--- config.mk ---
export PLATFORM = sky130hd
export DESIGN_NAME = shifter_seq
export DESIGN_NICKNAME = d
export VERILOG_FILES = /design/src/rtl/shifter_seq.sv
export SDC_FILE = /design/constraint.sdc
export NUM_CORES = 1
export LEC_CHECK = 0
export ABC_AREA = 1
export CORE_MARGIN = 1.5
export CORE_UTILIZATION = 48
export CTS_CLUSTER_SIZE = 40
export DETAILED_ROUTE_END_ITERATION = 10
export HOLD_SLACK_MARGIN = 0.15
export PLACE_DENSITY_LB_ADDON = 0.25
export SYNTH_ARGS = -nofsm -noshare
export SYNTH_HDL_FRONTEND = slang
export SYNTH_SLANG_ARGS = --single-unit
--- constraint.sdc ---
create_clock -name clk -period 1.59 [get_ports clk]
set_input_delay 0.477 -clock clk [delete_from_list [all_inputs] [get_ports clk]]
set_output_delay 0.477 -clock clk [all_outputs]
set_load 0.01 [all_outputs]
--- src/rtl/shifter_seq.sv ---
// Multi-cycle shifter: moves the captured operand one bit per clock in
// LSL/LSR/ASR/ROR mode and holds the last result under a start/busy/done handshake.
module shifter_seq #(
  parameter int WIDTH = 8,
  parameter int SHW   = $clog2(WIDTH)
) (
  input  logic             clk,
  input  logic             reset,
  input  logic             start,
  input  logic [1:0]       op,
  input  logic [WIDTH-1:0] d_in,
  input  logic [SHW-1:0]   shamt,
  output logic             busy,
  output logic             done,
  output logic [WIDTH-1:0] d_out
);

  typedef enum logic [1:0] {
    IDLE  = 2'd0,
    SHIFT = 2'd1,
    DONE  = 2'd2
  } state_t;

  localparam logic [1:0] OP_LSL = 2'b00;
  localparam logic [1:0] OP_LSR = 2'b01;
  localparam logic [1:0] OP_ASR = 2'b10;

  state_t           state_q, state_d;
  logic [WIDTH-1:0] work_q, work_d;
  logic [SHW-1:0]   cnt_q, cnt_d;
  logic [1:0]       op_q, op_d;
  logic [WIDTH-1:0] dout_q, dout_d;
  logic             busy_q, busy_d;
  logic             done_q, done_d;

  function automatic logic [WIDTH-1:0] shift1(input logic [1:0] mode,
                                              input logic [WIDTH-1:0] w);
    case (mode)
      OP_LSL:  shift1 = {w[WIDTH-2:0], 1'b0};
      OP_LSR:  shift1 = {1'b0, w[WIDTH-1:1]};
      OP_ASR:  shift1 = {w[WIDTH-1], w[WIDTH-1:1]};
      default: shift1 = {w[0], w[WIDTH-1:1]};
    endcase
  endfunction

  always_ff @(posedge clk) begin
    if (reset) begin
      state_q <= IDLE;
      work_q  <= '0;
      cnt_q   <= '0;
      op_q    <= '0;
      dout_q  <= '0;
      busy_q  <= 1'b0;
      done_q  <= 1'b0;
    end else begin
      state_q <= state_d;
      work_q  <= work_d;
      cnt_q   <= cnt_d;
      op_q    <= op_d;
      dout_q  <= dout_d;
      busy_q  <= busy_d;
      done_q  <= done_d;
    end
  end

  always_comb begin
    state_d = state_q;
    work_d  = work_q;
    cnt_d   = cnt_q;
    op_d    = op_q;
    dout_d  = dout_q;
    case (state_q)
      IDLE: begin
        if (start) begin
          work_d  = d_in;
          cnt_d   = shamt;
          op_d    = op;
          state_d = SHIFT;
        end
      end
      SHIFT: begin
        if (cnt_q != '0) begin
          work_d = shift1(op_q, work_q);
          cnt_d  = cnt_q - SHW'(1);
        end else begin
          dout_d  = work_q;
          state_d = DONE;
        end
      end
      default: state_d = IDLE;
    endcase
    // Flags are decoded from the next state so they come straight out of flops.
    busy_d = (state_d != IDLE);
    done_d = (state_d == DONE);
  end

  assign busy  = busy_q;
  assign done  = done_q;
  assign d_out = dout_q;

endmodule

==> qor.txt, run 1 <==
status: completed
Remaining DRCs: 0
die area: 2700 µm²
R2R Path Start: cnt_q[0]
initial antenna violation count: 0
post-synthesis to final-layout area growth: 29.1%
met3 GRT Util: 2.59%
Initial Util: 51.5%
Via Count: 1139
vias in the first global route: 1013
Rows: 17
HPWL after DPL: 1.80 mm
Worst Tran Pin Value: 276 ps
Final Max Slew Viols: 0
worst clock skew: 6.36 ps
worst min-delay path startpoint: cnt_q[1]
global-route wire length before repair: 4.08 mm
Register Area: 500 µm²
Die Y: 51.9 µm
Top Ports: 26
synth unique cells: 17
GPL Wtd Cong: 0.820
Die Wd: 51.9 µm
flops & latches, synth: 25
Clock Tree Root: clkbuf_4
final std cells w/o fill: 230
final WL: 2.44 mm
Avg Cell Area, Syn: 6.72 µm²
largest net degree at the start of global routing: 18
Slew HR: 81.6%
Power, Total: 1.45 mW
Synth area leader: dfxtp_1
top cells by area, synth: dfxtp_1 (44%), nand2_1 (16%), nor2_1 (12%)
share of Yosys cell area claimed by the top area cell type: 43.5%
multi-input logic area: 566 µm²
vias per cell: 4.95
CTS Buf Count: 3
CTS tree: done
Worst-path clk slew: 130 ps
kind of critical path: reg -> reg
post-route cell area: 1480 µm²
Arr. time, crit path: 1660 ps
Seq/Total Area, Yosys: 43.5%
initial drt markers: 26
Req. time, crit path: 1810 ps
layout cell share with drive strength beyond 1: 9.41%
Max FO, Critical Path: 10
CTS Sinks: 25
maximum VDD drop: 0.000602 V
cells after synthesis: 171
final worst slack: 150 ps
global route hottest layer: met2
H-Tree Depth: 1
Post-Route Utilization: 66.4%
syn_nets: 189
Critical Path Source Type: flip-flop
Sequential Power Share: 52.5%
Net Switching: 467 µW
Switching Share: 32.3%
crit path from: cnt_q[0]
static leakage: 0.753 nW
fin nets: 221
antenna viol nets, final: 0
YS warnings: 0
minimum clock period: 1440 ps
antenna cells: 0
internal power: 980 µW
met1 GRT Util: 25.0%
Post-Syn Area: 1150 µm²
Final Hold Viols: 0
Pwr Density: 975 nW/µm²
TritonRoute pass-1 iters: 4
GRT Util Overall: 19.8%
CTS max path bufs: 2
unrepaired setup endpoints after global routing: no
met2 Use GR: 33.8%
final critical-path share of the clock period: 90.6%
Port-buffer cells: 25
DP Worst Slack: -155 ps
max_cap viols: 0
Core Region: 2230 µm²
routed len/inst: 10.6 µm
total grt overflow: 0
clock network fraction of total power: 18.7%
placed cells: 224
maximum clock frequency: 694 MHz
Placed Area: 1450 µm²
number of fill cells in the layout: 222
Logic pwr share: 28.8%
Finish-stage setup viols: 0
critical path capture point type: flip-flop
Clock Latency Late Sink: 310 ps
worst hold path type: reg -> reg
-- flip-flops by register name (all words and copies together) (netlist names) --
signal   count
done         1
op_q         2
d_out        8
cnt_q        3
work_q       8
state_q      2
busy         1
-- kinds of logic (layout without fill, tap and decap cells) --
kind of cell	count (synthesis)	after routing	synth area share (%)
xor gates and xnor gates	1	1	0.762
AOI/OAI and AO/OA	27	27	11.8
DFF	25	25	43.5
buffers and inverters	20	51	7.94
and+or+nand+nor	96	96	33.8
adders and majority gates	2	2	2.18
-- final timing paths --
path / endpoint / slack, ps / cells after the start
worst max register to register: work_q[2] / 150 / 9
worst min register to register: cnt_q[1] / 480 / 2
worst min-delay path: cnt_q[1] / 480 / 2
worst max-delay path: work_q[2] / 150 / 9
-- metal layers --
layer	up-vias	wire, µm
met1	514	1150
met2	30	1160
met5	-	0
met3	2	111
met4	0	17
li1	593	-
-- power by group through the flow --
stage,sequential (mW),clock (mW),combinational (mW)
final,0.760,0.271,0.417
after global routing,0.770,0.296,0.475
after CTS,0.759,0.279,0.399
after detailed placement,0.774,0,0.415
after global placement,0.772,0,0.407
after floorplan,0.776,0,0.258
-- placed cells by master (no fill, tap or decap) --
| cell | instances |
|---|---|
| o21ai_0 | 22 |
| buf_4 | 5 |
| nand2_1 | 48 |
| o21ai_1 | 2 |
| inv_2 | 1 |
| nand2_4 | 1 |
| nor2_2 | 4 |
| clkbuf_4 | 3 |
| nand3_1 | 5 |
| clkinv_2 | 1 |
| nand2_2 | 2 |
| inv_1 | 15 |
| nor2_4 | 1 |
| a21oi_1 | 3 |
| dlygate4sd2_1 | 10 |
| dfxtp_1 | 25 |
| xnor2_1 | 1 |
| nor2_1 | 35 |
| ha_1 | 2 |
| clkdlybuf4s50_1 | 15 |
| buf_12 | 1 |
-- cell type report --
cell class                      count  area share, %
Sequential cell                    25           33.7
Tap cell                           28           2.36
Timing Repair Buffer               31           19.9
Clock inverter                      1          0.337
Inverter                           16           4.05
Multi-Input combinational cell    126           38.1
Clock buffer                        3           1.52
-- critical path, cell delays in order, from the launching register on --
cell and delay (ps):
dfxtp_1 370, inv_1 70, ha_1 190, nand2_1 140, nand2_1 130, nand2_4 150, buf_4 130, nand2_1 40
nor2_1 90, nor2_1 40
-- synth_stat cells --
| cell | n |
|---|---|
| a21oi_1 | 3 |
| buf_4 | 2 |
| buf_6 | 1 |
| clkbuf_2 | 1 |
| dfxtp_1 | 25 |
| ha_1 | 2 |
| inv_1 | 15 |
| inv_2 | 1 |
| nand2_1 | 48 |
| nand2_2 | 3 |
| nand3_1 | 5 |
| nor2_1 | 36 |
| nor2_2 | 3 |
| nor2_4 | 1 |
| o21ai_0 | 23 |
| o21ai_1 | 1 |
| xnor2_1 | 1 |
-- repair_timing --
item / 4_1_cts / 5_1_grt
setup endpoints to repair: 10 / 5
resized for setup: 10 / 3
hold buffers: 0 / 0
pin swaps: 0 / 1
buffers inserted: 0 / 2
-- metrics by stage --
step,TNS (ps),hold WS (ps)
final,0,482
after global routing,0,495
after detailed placement,-745,463
after floorplan,0,426
after CTS,0,483
after global placement,-402,443
No activity file was read; power rests on OpenSTA's default activity.
==> inputs of run 2 (changes only) <==
--- a/config.mk
+++ b/config.mk
@@ -6,8 +6,9 @@
 export NUM_CORES = 1
 export LEC_CHECK = 0
 export ABC_AREA = 1
-export CORE_MARGIN = 1.5
-export CORE_UTILIZATION = 48
+export CELL_PAD_IN_SITES_DETAIL_PLACEMENT = 0
+export CELL_PAD_IN_SITES_GLOBAL_PLACEMENT = 2
+export CORE_UTILIZATION = 26
 export CTS_CLUSTER_SIZE = 40
 export DETAILED_ROUTE_END_ITERATION = 10
 export HOLD_SLACK_MARGIN = 0.15
==> run 2 against run 1 <==
Compared with the run above:
- combinational power grew 5.8%
- critical endpoint is now cnt_q[2]
- clock-buffer cell count up 1
- cell count up 10%
- clock skew decreased by 1.9 ps
- hold slack got worse by 26 ps
- clock power up 39%
- total power up 9.0%
- worst setup slack improved by 71 ps
- sequential power barely moved
- critical path type unchanged
- die area grew 74%
==> qor.txt, run 2 (synthesized netlist as in run 1, its figures left out) <==
status: completed
HPWL after DPL: 2.15 mm (+19%)
Die Wd: 68.5 µm (+32%)
post-synthesis to final-layout area growth: 34.3%
Arr. time, crit path: 1520 ps (-140 ps)
met3 GRT Util: 1.97% (-0.61 points)
global route hottest layer: met2
routed len/inst: 11.6 µm (+9.2%)
CTS Buf Count: 3 (unchanged)
Die Y: 68.5 µm (+32%)
minimum clock period: 1370 ps (-71.4 ps)
Hold Path Stages: 2 (unchanged)
Final Max Slew Viols: 0 (unchanged)
Critical Path Source Type: flip-flop
Net Switching: 496 µW (+6.2%)
Worst Tran Pin Value: 271 ps (-4.24 ps)
antenna viol nets, final: 0 (unchanged)
unrepaired setup endpoints after global routing: no
static leakage: 0.766 nW (+1.7%)
Req. time, crit path: 1750 ps (-60 ps)
die area: 4690 µm² (+74%)
Via Count: 1096 (-3.8%)
CTS tree: done
Pwr Density: 1020 nW/µm² (+4.8%)
initial drt markers: 49 (+88%)
Finish-stage setup viols: 0 (unchanged)
commonest non-fill, non-tap cell in the layout: nand2_1
placed cells: 249 (+11%)
Final Hold Viols: 0 (unchanged)
maximum VDD drop: 0.000271 V (-55%)
largest net degree at the start of global routing: 15 (-3)
final std cells w/o fill: 253 (+10%)
internal power: 1.08 mW (+10%)
Post-CTS Setup Inserts: 0 (unchanged)
Remaining DRCs: 0 (unchanged)
H-Tree Depth: 1 (unchanged)
worst clock skew: 4.46 ps (-1.91 ps)
vias in the first global route: 1001 (-1.2%)
Max FO, Critical Path: 5 (-5)
Initial Util: 27.9% (-24 points)
multi-input logic area: 561 µm² (-0.88%)
RR Endpoint: cnt_q[2]
antenna cells: 0 (unchanged)
Clock Tree Root: clkbuf_8
critical path capture point type: flip-flop
Placed Area: 1510 µm² (+4.3%)
initial antenna violation count: 0 (unchanged)
Slew HR: 81.7% (+0.11 points)
clock network fraction of total power: 23.9% (+5.2 points)
Port-buffer cells: 25 (unchanged)
hold_buf cts: 0 (unchanged)
vias per cell: 4.33 (-13%)
max_cap viols: 0 (unchanged)
Hold EP: cnt_q[1]
post-route setup TNS: 0 ps (unchanged)
number of fill cells in the layout: 443 (+100%)
global-route wire length before repair: 4.60 mm (+13%)
final WL: 2.93 mm (+20%)
post_cts resized: 10 (unchanged)
Register Area: 500 µm² (unchanged)
Logic pwr share: 28.0% (-0.8 points)
GRT Util Overall: 13.8% (-6.0 points)
met1 GRT Util: 17.6% (-7.4 points)
Switching Share: 31.5% (-0.83 points)
Core Region: 4120 µm² (+84%)
kind of critical path: reg -> reg
met2 Use GR: 22.7% (-11 points)
Rows: 23 (+6)
final critical-path share of the clock period: 86.1% (-4.5 points)
Top Ports: 26 (unchanged)
CTS Sinks: 25 (unchanged)
post-route cell area: 1540 µm² (+4.0%)
CTS max path bufs: 2 (unchanged)
R2R Path Start: cnt_q[0]
Sequential Power Share: 48.2% (-4.3 points)
fin nets: 222 (+0.45%)
Clock Latency Late Sink: 270 ps (-40 ps)
Reg2Reg Setup Slack: 220 ps (+70 ps)
GPL Wtd Cong: 0.810 (-1.2%)
worst min-delay path startpoint: cnt_q[1]
R2R cell count: 9 (unchanged)
TritonRoute pass-1 iters: 4 (unchanged)
Worst-path clk slew: 80 ps (-50 ps)
maximum clock frequency: 731 MHz (+5.2%)
most frequent cells in the layout: nand2_1 (47), nor2_1 (36), dfxtp_1 (25)
worst hold path type: reg -> reg
total grt overflow: 0 (unchanged)
Power, Total: 1.58 mW (+9.0%)
layout cell share with drive strength beyond 1: 9.36% (-0.046 points)
run 2: cell count changes in the layout (fill, tap and decap cells not counted), sizes merged:
cell,before,now
buf,6,7
clkbuf,3,4
clkinv,1,0
run 2: layer usage:
layer  vias to the layer above  share of wire [%]
met1                       482                 50
met4                         0                1.3
met5                         -                  0
li1                        592                  -
met3                         4                3.4
met2                        18                 45
run 2: worst max-delay path by stage:
stage	slack, ps	depth (start not counted)	start	end
detailed placement	-50	7	start	cnt_q[2]
global route	20	9	cnt_q[0]	work_q[3]
global placement	-50	7	start	cnt_q[2]
floorplan	360	9	cnt_q[0]	work_q[2]
CTS	180	9	cnt_q[0]	cnt_q[2]
finish	220	9	cnt_q[0]	cnt_q[2]
run 2: metrics by stage:
step	setup slack [ps]	hold slack [ps]	utilization, %
4_1_cts	181	463	37.5
3_5_place_dp	-50.0	447	36.7
2_1_floorplan	360	426	-
6_report	221	457	37.5
5_1_grt	17.1	490	37.5
3_3_place_gp	-47.5	439	36.7
run 2: layout make-up:
type	instances	area share (%)
multi-input cells	126	36.3
flip-flops and latches	25	32.4
repair buffers	32	20.4
well taps	50	4.05
inverters	16	3.89
clock buffers	4	2.92
run 2: power groups by stage:
stage | Sequential, mW | Clock, mW | Combinational [mW]
floorplan | 0.776 | 0 | 0.258
global placement | 0.774 | 0 | 0.454
detailed placement | 0.776 | 0 | 0.459
CTS | 0.760 | 0.398 | 0.443
global route | 0.770 | 0.422 | 0.505
finish | 0.760 | 0.377 | 0.441
run 2: worst max-delay path, stage by stage, from the launching register on:
cell     delay, ps
dfxtp_1        360
inv_1           70
ha_1           200
nand2_2        100
nand2_1         90
nand2_2        110
nor2_1          50
buf_4          150
nand2_1         50
o21ai_0         70
